**src/rtl/vec_mac_pkg.sv**
```systemverilog
// Shared types and constants for the vector multiply-accumulate unit.
package vec_mac_pkg;

  typedef enum logic [3:0] {
    S_IDLE,
    S_RD_A,
    S_WT_A,
    S_RD_B,
    S_WT_B,
    S_RD_D,
    S_WT_D,
    S_WR_D,
    S_DONE
  } state_t;

  localparam logic [1:0] MODE_WRAP = 2'b00;
  localparam logic [1:0] MODE_SAT  = 2'b01;
  localparam logic [1:0] MODE_OVWR = 2'b10;
  localparam logic [1:0] MODE_RSVD = 2'b11;

  function automatic int clog2(input int value);
    int r;
    r = 0;
    while ((1 << r) < value) r++;
    return r;
  endfunction

endpackage

```
**src/rtl/vec_mac_unit_sat.sv**
```systemverilog
// Final combine of the accumulator with the destination value: wrap-add,
// saturating add, or plain truncation depending on mode.
module vec_mac_sat
  import vec_mac_pkg::*;
#(
  parameter int XLEN  = 32,
  parameter int ACC_W = 69
) (
  input  logic [ACC_W-1:0] i_acc,
  input  logic [XLEN-1:0]  i_d,
  input  logic [1:0]       i_mode,
  output logic [XLEN-1:0]  o_final
);

  // One guard bit so acc + D can never wrap before the range test.
  localparam int SW = ACC_W + 1;

  logic [SW-1:0] w_sum;
  logic          w_fits;

  assign w_sum  = {i_acc[ACC_W-1], i_acc} + {{(SW-XLEN){i_d[XLEN-1]}}, i_d};
  // Representable in XLEN signed bits iff all bits from the XLEN-1 sign bit up agree.
  assign w_fits = (&w_sum[SW-1:XLEN-1]) | ~(|w_sum[SW-1:XLEN-1]);

  // Select the value written back to the destination.
  always_comb begin
    o_final = '0;
    case (i_mode)
      MODE_WRAP: o_final = w_sum[XLEN-1:0];
      MODE_SAT: begin
        if (w_fits)          o_final = w_sum[XLEN-1:0];
        else if (w_sum[SW-1]) o_final = {1'b1, {(XLEN-1){1'b0}}};
        else                  o_final = {1'b0, {(XLEN-1){1'b1}}};
      end
      MODE_OVWR: o_final = i_acc[XLEN-1:0];
      default:   o_final = '0;
    endcase
  end

endmodule

```
**src/rtl/vec_mac_unit.sv**
```systemverilog
// Vector dot-product engine: reads A[i], B[i] over a single-outstanding
// memory port, accumulates signed products, then combines with D and
// writes the result back to dst.
//
// state  | meaning
// IDLE   | waiting for start_i, operands captured on start
// RD_A   | read request for A[i] held until granted
// WT_A   | waiting for A[i] read data
// RD_B   | read request for B[i] held until granted
// WT_B   | waiting for B[i], product added into acc
// RD_D   | read request for destination value D
// WT_D   | waiting for D, final value computed
// WR_D   | write request of final value to dst
// DONE   | one cycle before the done_o pulse, back to IDLE
module vec_mac_unit
  import vec_mac_pkg::*;
#(
  parameter int XLEN    = 32,
  parameter int MAX_LEN = 16,
  parameter int ADDR_W  = 32,
  parameter int LEN_W   = clog2(MAX_LEN + 1)
) (
  input  logic              clk_i,
  input  logic              rst_i,
  input  logic              start_i,
  input  logic [LEN_W-1:0]  len_i,
  input  logic [ADDR_W-1:0] src_a_i,
  input  logic [ADDR_W-1:0] src_b_i,
  input  logic [ADDR_W-1:0] dst_i,
  input  logic [1:0]        mode_i,
  output logic              busy_o,
  output logic              done_o,
  output logic              err_o,
  output logic [XLEN-1:0]   result_o,
  output logic              mem_req_o,
  output logic              mem_we_o,
  output logic [ADDR_W-1:0] mem_addr_o,
  output logic [XLEN-1:0]   mem_wdata_o,
  input  logic              mem_gnt_i,
  input  logic              mem_rvalid_i,
  input  logic [XLEN-1:0]   mem_rdata_i
);

  localparam int BYTES = XLEN / 8;
  localparam int ACC_W = 2 * XLEN + LEN_W;

  state_t             r_state;
  logic               r_done;
  logic               r_err;
  logic               r_req;
  logic               r_we;
  logic [ADDR_W-1:0]  r_addr;
  logic [XLEN-1:0]    r_wdata;
  logic [XLEN-1:0]    r_result;
  logic [ACC_W-1:0]   r_acc;
  logic [LEN_W-1:0]   r_idx;
  logic [LEN_W-1:0]   r_len;
  logic [1:0]         r_mode;
  logic [ADDR_W-1:0]  r_src_a;
  logic [ADDR_W-1:0]  r_src_b;
  logic [ADDR_W-1:0]  r_dst;
  logic [XLEN-1:0]    r_a;

  logic               w_bad;
  logic [LEN_W-1:0]   w_idx_next;
  logic               w_last;
  logic [ADDR_W-1:0]  w_off;
  logic [ADDR_W-1:0]  w_off_next;
  logic [2*XLEN-1:0]  w_prod;
  logic [ACC_W-1:0]   w_acc_sum;
  logic [ACC_W-1:0]   w_sat_acc;
  logic [XLEN-1:0]    w_final;

  assign w_bad = (len_i == '0) || (len_i > LEN_W'(MAX_LEN)) || (mode_i == MODE_RSVD) ||
                 ((src_a_i % ADDR_W'(BYTES)) != '0) ||
                 ((src_b_i % ADDR_W'(BYTES)) != '0) ||
                 ((dst_i   % ADDR_W'(BYTES)) != '0);

  assign w_idx_next = r_idx + LEN_W'(1);
  assign w_last     = (w_idx_next == r_len);
  assign w_off      = ADDR_W'(r_idx) * ADDR_W'(BYTES);
  assign w_off_next = ADDR_W'(w_idx_next) * ADDR_W'(BYTES);

  // Sign-extended operands make the unsigned product equal the signed one.
  assign w_prod    = {{XLEN{r_a[XLEN-1]}}, r_a} *
                     {{XLEN{mem_rdata_i[XLEN-1]}}, mem_rdata_i};
  assign w_acc_sum = r_acc + {{LEN_W{w_prod[2*XLEN-1]}}, w_prod};

  // Overwrite mode leaves WT_B straight for WR_D, so it needs the sum that
  // includes the product arriving this cycle.
  assign w_sat_acc = (r_state == S_WT_B) ? w_acc_sum : r_acc;

  vec_mac_sat #(
    .XLEN  (XLEN),
    .ACC_W (ACC_W)
  ) u_sat (
    .i_acc   (w_sat_acc),
    .i_d     (mem_rdata_i),
    .i_mode  (r_mode),
    .o_final (w_final)
  );

  // Main sequencer; memory request fields are set on entry to RD_x/WR_D
  // and held until the grant.
  always_ff @(posedge clk_i or posedge rst_i) begin
    if (rst_i) begin
      r_state  <= S_IDLE;
      r_done   <= 1'b0;
      r_err    <= 1'b0;
      r_req    <= 1'b0;
      r_we     <= 1'b0;
      r_addr   <= '0;
      r_wdata  <= '0;
      r_result <= '0;
      r_acc    <= '0;
      r_idx    <= '0;
      r_len    <= '0;
      r_mode   <= MODE_WRAP;
      r_src_a  <= '0;
      r_src_b  <= '0;
      r_dst    <= '0;
      r_a      <= '0;
    end else begin
      r_done <= 1'b0;
      case (r_state)
        S_IDLE: begin
          if (start_i) begin
            r_len   <= len_i;
            r_src_a <= src_a_i;
            r_src_b <= src_b_i;
            r_dst   <= dst_i;
            r_mode  <= mode_i;
            r_acc   <= '0;
            r_idx   <= '0;
            r_err   <= w_bad;
            if (w_bad) begin
              r_state <= S_DONE;
            end else begin
              r_state <= S_RD_A;
              r_req   <= 1'b1;
              r_we    <= 1'b0;
              r_addr  <= src_a_i;
            end
          end
        end
        S_RD_A: if (mem_gnt_i) begin
          r_req   <= 1'b0;
          r_state <= S_WT_A;
        end
        S_WT_A: if (mem_rvalid_i) begin
          r_a     <= mem_rdata_i;
          r_req   <= 1'b1;
          r_addr  <= r_src_b + w_off;
          r_state <= S_RD_B;
        end
        S_RD_B: if (mem_gnt_i) begin
          r_req   <= 1'b0;
          r_state <= S_WT_B;
        end
        S_WT_B: if (mem_rvalid_i) begin
          r_acc <= w_acc_sum;
          r_req <= 1'b1;
          if (!w_last) begin
            r_idx   <= w_idx_next;
            r_addr  <= r_src_a + w_off_next;
            r_state <= S_RD_A;
          end else if (r_mode == MODE_OVWR) begin
            r_we    <= 1'b1;
            r_addr  <= r_dst;
            r_wdata <= w_final;
            r_state <= S_WR_D;
          end else begin
            r_addr  <= r_dst;
            r_state <= S_RD_D;
          end
        end
        S_RD_D: if (mem_gnt_i) begin
          r_req   <= 1'b0;
          r_state <= S_WT_D;
        end
        S_WT_D: if (mem_rvalid_i) begin
          r_req   <= 1'b1;
          r_we    <= 1'b1;
          r_wdata <= w_final;
          r_state <= S_WR_D;
        end
        S_WR_D: if (mem_gnt_i) begin
          r_req    <= 1'b0;
          r_we     <= 1'b0;
          r_result <= r_wdata;
          r_state  <= S_DONE;
        end
        S_DONE: begin
          r_done  <= 1'b1;
          r_state <= S_IDLE;
        end
        default: r_state <= S_IDLE;
      endcase
    end
  end

  assign busy_o      = (r_state != S_IDLE) && (r_state != S_DONE);
  assign done_o      = r_done;
  assign err_o       = r_err;
  assign result_o    = r_result;
  assign mem_req_o   = r_req;
  assign mem_we_o    = r_we;
  assign mem_addr_o  = r_addr;
  assign mem_wdata_o = r_wdata;

endmodule

```
**config.mk**
```make
export PLATFORM = sky130hd
export DESIGN_NAME = vec_mac_unit
export DESIGN_NICKNAME = d
export VERILOG_FILES = /design/src/rtl/vec_mac_pkg.sv /design/src/rtl/vec_mac_unit_sat.sv /design/src/rtl/vec_mac_unit.sv
export SDC_FILE = /design/constraint.sdc
export NUM_CORES = 2
export LEC_CHECK = 0
export BUFFER_PORTS_ARGS = -buffer_cell sky130_fd_sc_hd__buf_4
export CAP_MARGIN = 20
export CORE_UTILIZATION = 50
export CTS_CLUSTER_DIAMETER = 80
export CTS_CLUSTER_SIZE = 16
export DETAILED_ROUTE_END_ITERATION = 10
export PLACE_DENSITY_LB_ADDON = 0.1
export SYNTH_ARGS = -nofsm -noshare
export SYNTH_HDL_FRONTEND = slang
export SYNTH_HIERARCHICAL = 1
export SYNTH_SLANG_ARGS = --single-unit
```
**constraint.sdc**
```tcl
create_clock -name clk_i -period 15.5 [get_ports clk_i]
set_input_delay 3.1 -clock clk_i [delete_from_list [all_inputs] [get_ports clk_i]]
set_output_delay 3.1 -clock clk_i [all_outputs]
set_load 0.005 [all_outputs]
```
; Word level (Yosys, flattened, before mapping)
; Cells that the tools add are included.
[classes]
magnitude_cmp = 1
n_shift = 0
muxes = 46
n_reduce_logical = 32
n_div = 0
multipliers = 1
eq_ne = 27
add_sub_neg = 5
bitwise = 2
[ops]
columns = op, count
row1 = two-way mux 32 bit, 11
row2 = two-way mux 69 bit, 3
row3 = case mux 32 bit (3 select lines), 2
row4 = case mux 69 bit (2 select lines), 1
row5 = nonzero test 32 bit, 3
row6 = adder 69 x 32 -> 70 bit, 1
row7 = adder 69 bit, 1
row8 = adder 32 x 7 -> 32 bit, 2
row9 = multiplier 32 x 32 -> 64 bit, 1
row10 = case mux 32 bit (2 select lines), 1
row11 = AND reduction 39 bit, 1
row12 = OR reduction 39 bit, 1
row13 = two-way mux 4 bit, 9
row14 = case mux 4 bit (8 select lines), 1
row15 = inequality test 2 bit (second input constant), 11
row16 = equality test 4 x 3 -> 1 bit (second input constant), 4
row17 = AND reduction 8 bit, 2
row18 = two-way mux 5 bit, 3
row19 = AND reduction 5 bit, 3
row20 = two-way mux 1 bit, 10
row21 = case mux 5 bit (2 select lines), 1
row22 = equality test 4 x 2 -> 1 bit (second input constant), 2
row23 = nonzero test 4 bit, 2
row24 = inequality test 2 x 1 -> 1 bit (second input constant), 3
row25 = 26 further kinds, 35
[totals]
wordCells = 130
memories = 0
ff_bits = 313
latch_bits = 0
rom_bits = 0
ramBits = 0
out_inout_bits = 101

; Depth between registers and ports, before layout
[depth]
depth_word = 13
ltp_mapped = 58
mapped_depth_nobuf = 55

; Cells and area by module
; The synthesis kept the hierarchy.
[modules_own_cells]
columns = mod, seq_area_each_um2, area_per_inst_um2, cells_per_inst, instances
row1 = vec_mac_unit, 7832.5, 54317.1, 5744, 1
row2 = vec_mac_sat, 0.0, 6317.3, 986, 1

; Worst setup path after synthesis
; OpenSTA, ideal clock, no wires.
[synth_timing]
path_kind = in2reg
start = in mem_rdata_i[17]
end = reg r_wdata[19], in the netlist mem_wdata_o[19]
arrival_ps = 15221
cell_stages = 53
path_slack_ps = 155
setup_ps = 125
n_path_buf = 4
path_cell_list = clkbuf_1 -> nand2_1 -> fa_1 -> fa_1 -> inv_1 -> fa_1 -> inv_1 -> fa_1 -> inv_1 -> fa_1 -> fa_1 -> fa_1 -> fa_1 -> ha_1 -> and4_1 -> nand2_1 -> a21oi_1 -> a21boi_2 -> [17 not listed] -> xnor2_1 -> o21ai_0 -> ha_1 -> clkbuf_1 -> a21oi_1 -> o21ai_0 -> a221oi_1 -> o21ai_1 -> or2_0 -> o41ai_1 -> o21ai_0 -> or4_1 -> nor4_2 -> a21oi_1 -> buf_2 -> a221oi_2 -> o21ai_1 -> mux2_2
[synth_via]
elab_chain_cells = 13
[synth_lines]
columns = element, line_no
row1 = start: declaration, vec_mac_unit.sv:41  ; input logic [XLEN-1:0] mem_rdata_i
row2 = multiplier 32 x 32 -> 64 bit (*), vec_mac_unit.sv:85  ; assign w_prod = {{XLEN{r_a[XLEN-1]}}, r_a} *
row3 = adder 69 bit (*), vec_mac_unit.sv:87  ; assign w_acc_sum = r_acc + {{LEN_W{w_prod[2*XLEN-1]}}, w_prod};
row4 = two-way mux 69 bit (*), vec_mac_unit.sv:91  ; assign w_sat_acc = (r_state == S_WT_B) ? w_acc_sum : r_acc;
row5 = named net w_sat_acc[59], vec_mac_unit.sv:71  ; logic [ACC_W-1:0] w_sat_acc;
row6 = adder 69 x 32 -> 70 bit (*), vec_mac_unit_sat.sv:21  ; assign w_sum = {i_acc[ACC_W-1], i_acc} + {{(SW-XLEN){i_d[XLEN-1]}}, i_d};
row7 = OR reduction 39 bit, vec_mac_unit_sat.sv:23  ; assign w_fits = (&w_sum[SW-1:XLEN-1]) | ~(|w_sum[SW-1:XLEN-1]);
row8 = inverter 1 bit, vec_mac_unit_sat.sv:23
row9 = OR 1 bit, vec_mac_unit_sat.sv:23
row10 = two-way mux 32 bit (*), vec_mac_unit_sat.sv:31  ; if (w_fits) o_final = w_sum[XLEN-1:0];
row11 = case mux 32 bit (3 select lines) (*), vec_mac_unit_sat.sv:28  ; case (i_mode)
row12 = named net w_final[19], vec_mac_unit.sv:72  ; logic [XLEN-1:0] w_final;
row13 = two-way mux 32 bit, vec_mac_unit.sv:167  ; end else if (r_mode == MODE_OVWR) begin
row14 = two-way mux 32 bit, vec_mac_unit.sv:163  ; if (!w_last) begin
row15 = two-way mux 32 bit, vec_mac_unit.sv:160  ; S_WT_B: if (mem_rvalid_i) begin
row16 = case mux 32 bit (2 select lines) (*), vec_mac_unit.sv:125  ; case (r_state)
row17 = end signal: assignment, vec_mac_unit.sv:170  ; r_wdata <= w_final;
row18 = end signal: assignment, vec_mac_unit.sv:184  ; r_wdata <= w_final;
row19 = end: declaration, vec_mac_unit.sv:53  ; logic [XLEN-1:0] r_wdata;
; The timed path passes the listed nets; every way through them passes the cells marked *. The select of a mux whose other input is x is not followed.
; A chain may end at the register's enable or synchronous reset.

; Worst setup path in the final report
[layout_timing]
start = in mem_rdata_i[17]
end = reg r_wdata[13], in the netlist mem_wdata_o[13]
; Same word-level chain as after synthesis.

==> flow_summary.toml <==
[grt]
grt_antenna_before_repair = 13
grt_max_degree = 118
gr-usage-all-layers_pct = 30.9
grt_pass1_wl_mm = 297
grt_pass1_vias = 52700
overflow = 0

[sta]
drv_slew = 0
hold_viol = 0
max_freq_mhz = 65.6
relSlewSlack_pct = 22.5
tns_ns = 0
final.setup_skew_ns = 0.0592
setup_violations = 0
min_period_ns = 15.25
finalCritPeriodShare_pct = 98.4
rsz0062_at_grt = "true"
tightest_slew_ns = 1.16
fin_worst_hold_slack_ns = 0.483

[worst_setup_path]
r2r_start = "r_a[12]"
r2r-end = "mem_wdata_o[13]"
critPathMaxStageDelay_ns = 0.54
crit_start = "mem_rdata_i[17]"
path_common_cell = "fa_1"
crit_fanout = 18
slowest_stage = "fa_1"
worstSetupEndpoint = "mem_wdata_o[13]"
crit_type = "primary input to register"
crit_required_ns = 16.01
critPathArrivalTime_ns = 15.76
reg2reg_depth = 51
cp-start-kind = "primary input"
reg2reg_slack_ns = 1.82
cp-end-kind = "register"

[worst_hold_path]
min_from = "err_o"
hold_class = "register to register"

[final_layout]
fill_cells = 10700
final_nets = 9063
stdcell_count = 9133
fin_area_um2 = 72100
drive_above_1_share_pct = 21.8
areaGrowthSynthToFinish_pct = 19.0

[route]
wl_per_cell_um = 20.4
postRouteWirelength_mm = 186
drt_iter0_markers = 3305
vias = 50600
final_antenna_net_count = 0
drc = 0
firstDrtPassIters = 6
vias_per_cell = 5.54

[clock_tree]
clk_latency_ns = 0.67
clk_path_buf_depth = 3
htreeDepth = 1
clkTransAtPathRegs_ns = 0.07
cts_tree = "done"
cts.sinks = 313
root_buffer = "clkbuf_16"
tritoncts.num_buffers = 30

[synth]
synth_edf_count = 0
async_flop_share_pct = 100
synth.distinct_cells = 96
netlist_area_um2 = 60600
synth-seq-cells = 313
syn-num-nets = 8293
synth_cells = 6730
postSynthAreaPerCell_um2 = 9.01
ys_seq_area_share_pct = 12.9
ys.flop_type = "dfrtp_1"
yosysWarnings = 6

[floorplan]
die_x_um = 350
die_y_um = 350
io_pins = 241
start_util_pct = 50.5
die-area_um2 = 123000
core_um2 = 120000
row_count = 127

[placed_design]
placed_cells = 9030
portBuffers = 240
gp_congestion = 0.945
dp_hpwl_mm = 154
place_area_um2 = 69500

[status]
outcome = "complete, no violations"

[flow_run]
drv_cap = 0
per-stage QoR:
stage / setup slack (ns) / utilization [%]
floorplan: 0.155 / -
global placement: -1.03 / 57.8
detailed placement: -1.18 / 57.8
CTS: 0.00438 / 58.8
global route: -0.210 / 60.0
finish: 0.254 / 60.0
routing by layer:
layer	vias up	routed length (µm)	global-route usage, %	share of wire, %
met5	-	0	0	0
met4	0	4240	6.66	2.3
met3	222	9800	2.82	5.3
met2	1323	90200	51.8	48
met1	26000	82000	43.5	44
li1	23000	-	-	-
Yosys cell counts (17+ instances only):
cell	n	area share (%)
a211oi_1	34	0.42
and2_1	545	5.6
nand2b_1	60	0.62
mux2_2	199	3.7
o211ai_1	27	0.33
xor2_1	94	1.4
clkbuf_1	333	2.1
nand3_1	62	0.51
nor2_1	223	1.4
o21ai_1	47	0.39
nor2b_1	23	0.24
o21ai_0	259	2.1
nand2_1	952	5.9
a21o_1	89	1.1
inv_1	993	6.1
o21bai_1	27	0.33
dfrtp_1	313	13
and4_1	22	0.32
buf_2	31	0.26
and3_1	33	0.34
o21a_1	38	0.47
xnor2_1	145	2.1
a31oi_1	22	0.23
nand4_1	86	0.89
or3_1	19	0.20
a21oi_1	266	2.2
nor3_1	55	0.45
nor4_1	17	0.18
o31ai_1	21	0.26
a221oi_1	44	0.64
fa_1	1086	36
ha_1	337	7.0
cells by family (layout without fill, tap and decap cells):
| family | count (synthesis) | count (layout) | synth area share [%] |
|---|---|---|---|
| flip-flops | 313 | 313 | 12.9 |
| AO/OA/AOI/OAI | 1031 | 1032 | 11.1 |
| AND/OR/NAND/NOR | 2148 | 2148 | 17.3 |
| XOR/XNOR | 239 | 239 | 3.45 |
| other | 0 | 7 | 0 |
| buffers and inverters | 1367 | 2150 | 8.53 |
| adder cells (fa/ha/maj) | 1423 | 1423 | 42.8 |
| multiplexers | 209 | 209 | 3.86 |
layout by cell type (no fill, tap or decap), types with 31 or more instances in the layout:
cell,instances
buf_4,1084
fa_1,1078
inv_1,985
nand2_1,941
and2_1,537
ha_1,318
dfrtp_1,311
a21oi_1,225
o21ai_0,218
nor2_1,210
mux2_2,192
xnor2_1,137
xor2_1,93
a21o_1,89
nand4_1,86
o21ai_1,70
nand2b_1,60
nand3_1,57
nor3_1,48
a21oi_2,38
o21a_1,37
a221oi_1,31
clkbuf_16,31
registers in the layout, summed over array words and instances, names as in the netlist, 32 cells and up:
register	count
mem_wdata_o	32
result_o	32
r_a	32
mem_addr_o	32
r_src_a	32
r_acc	69
r_src_b	32
r_dst	32
worst min-delay path by stage:
stage,endpoint,slack [ns],cells past startpoint
3_3_place_gp,r_a[31],0.46,2
2_1_floorplan,r_src_a[0],0.45,2
4_1_cts,err_o,0.49,2
5_1_grt,mem_addr_o[11],0.51,2
3_5_place_dp,r_a[31],0.47,2
6_report,err_o,0.48,2
worst max-delay path, delay by kind of cell:
family / cells / cell delay, ns
compound gates: 15 / 2.88
xor+xnor: 3 / 0.45
fa+ha+maj: 11 / 4.98
buf+inv: 9 / 1.37
mux: 1 / 0.26
simple gates: 10 / 2.66
timing repair:
action,CTS,global route
pin swaps,10,137
gates resized for setup,56,255
setup endpoints to repair,31,31
hold buffers,0,0
buffers inserted,3,45
cloned,0,2
final cells by class:
cell class | count | area, µm² | area share, %
Antenna cell | 7 | 17.5 | 0.0243
Timing Repair Buffer | 1111 | 8600 | 11.9
Clock buffer | 32 | 768 | 1.07
Sequential cell | 313 | 7840 | 10.9
Multi-Input combinational cell | 5051 | 49000 | 67.9
Clock inverter | 14 | 184 | 0.255
Tap cell | 1612 | 2020 | 2.80
Inverter | 993 | 3730 | 5.18
Power is not shown: default switching activity piles up to over one toggle a cycle in this logic, so the estimate is an artifact.
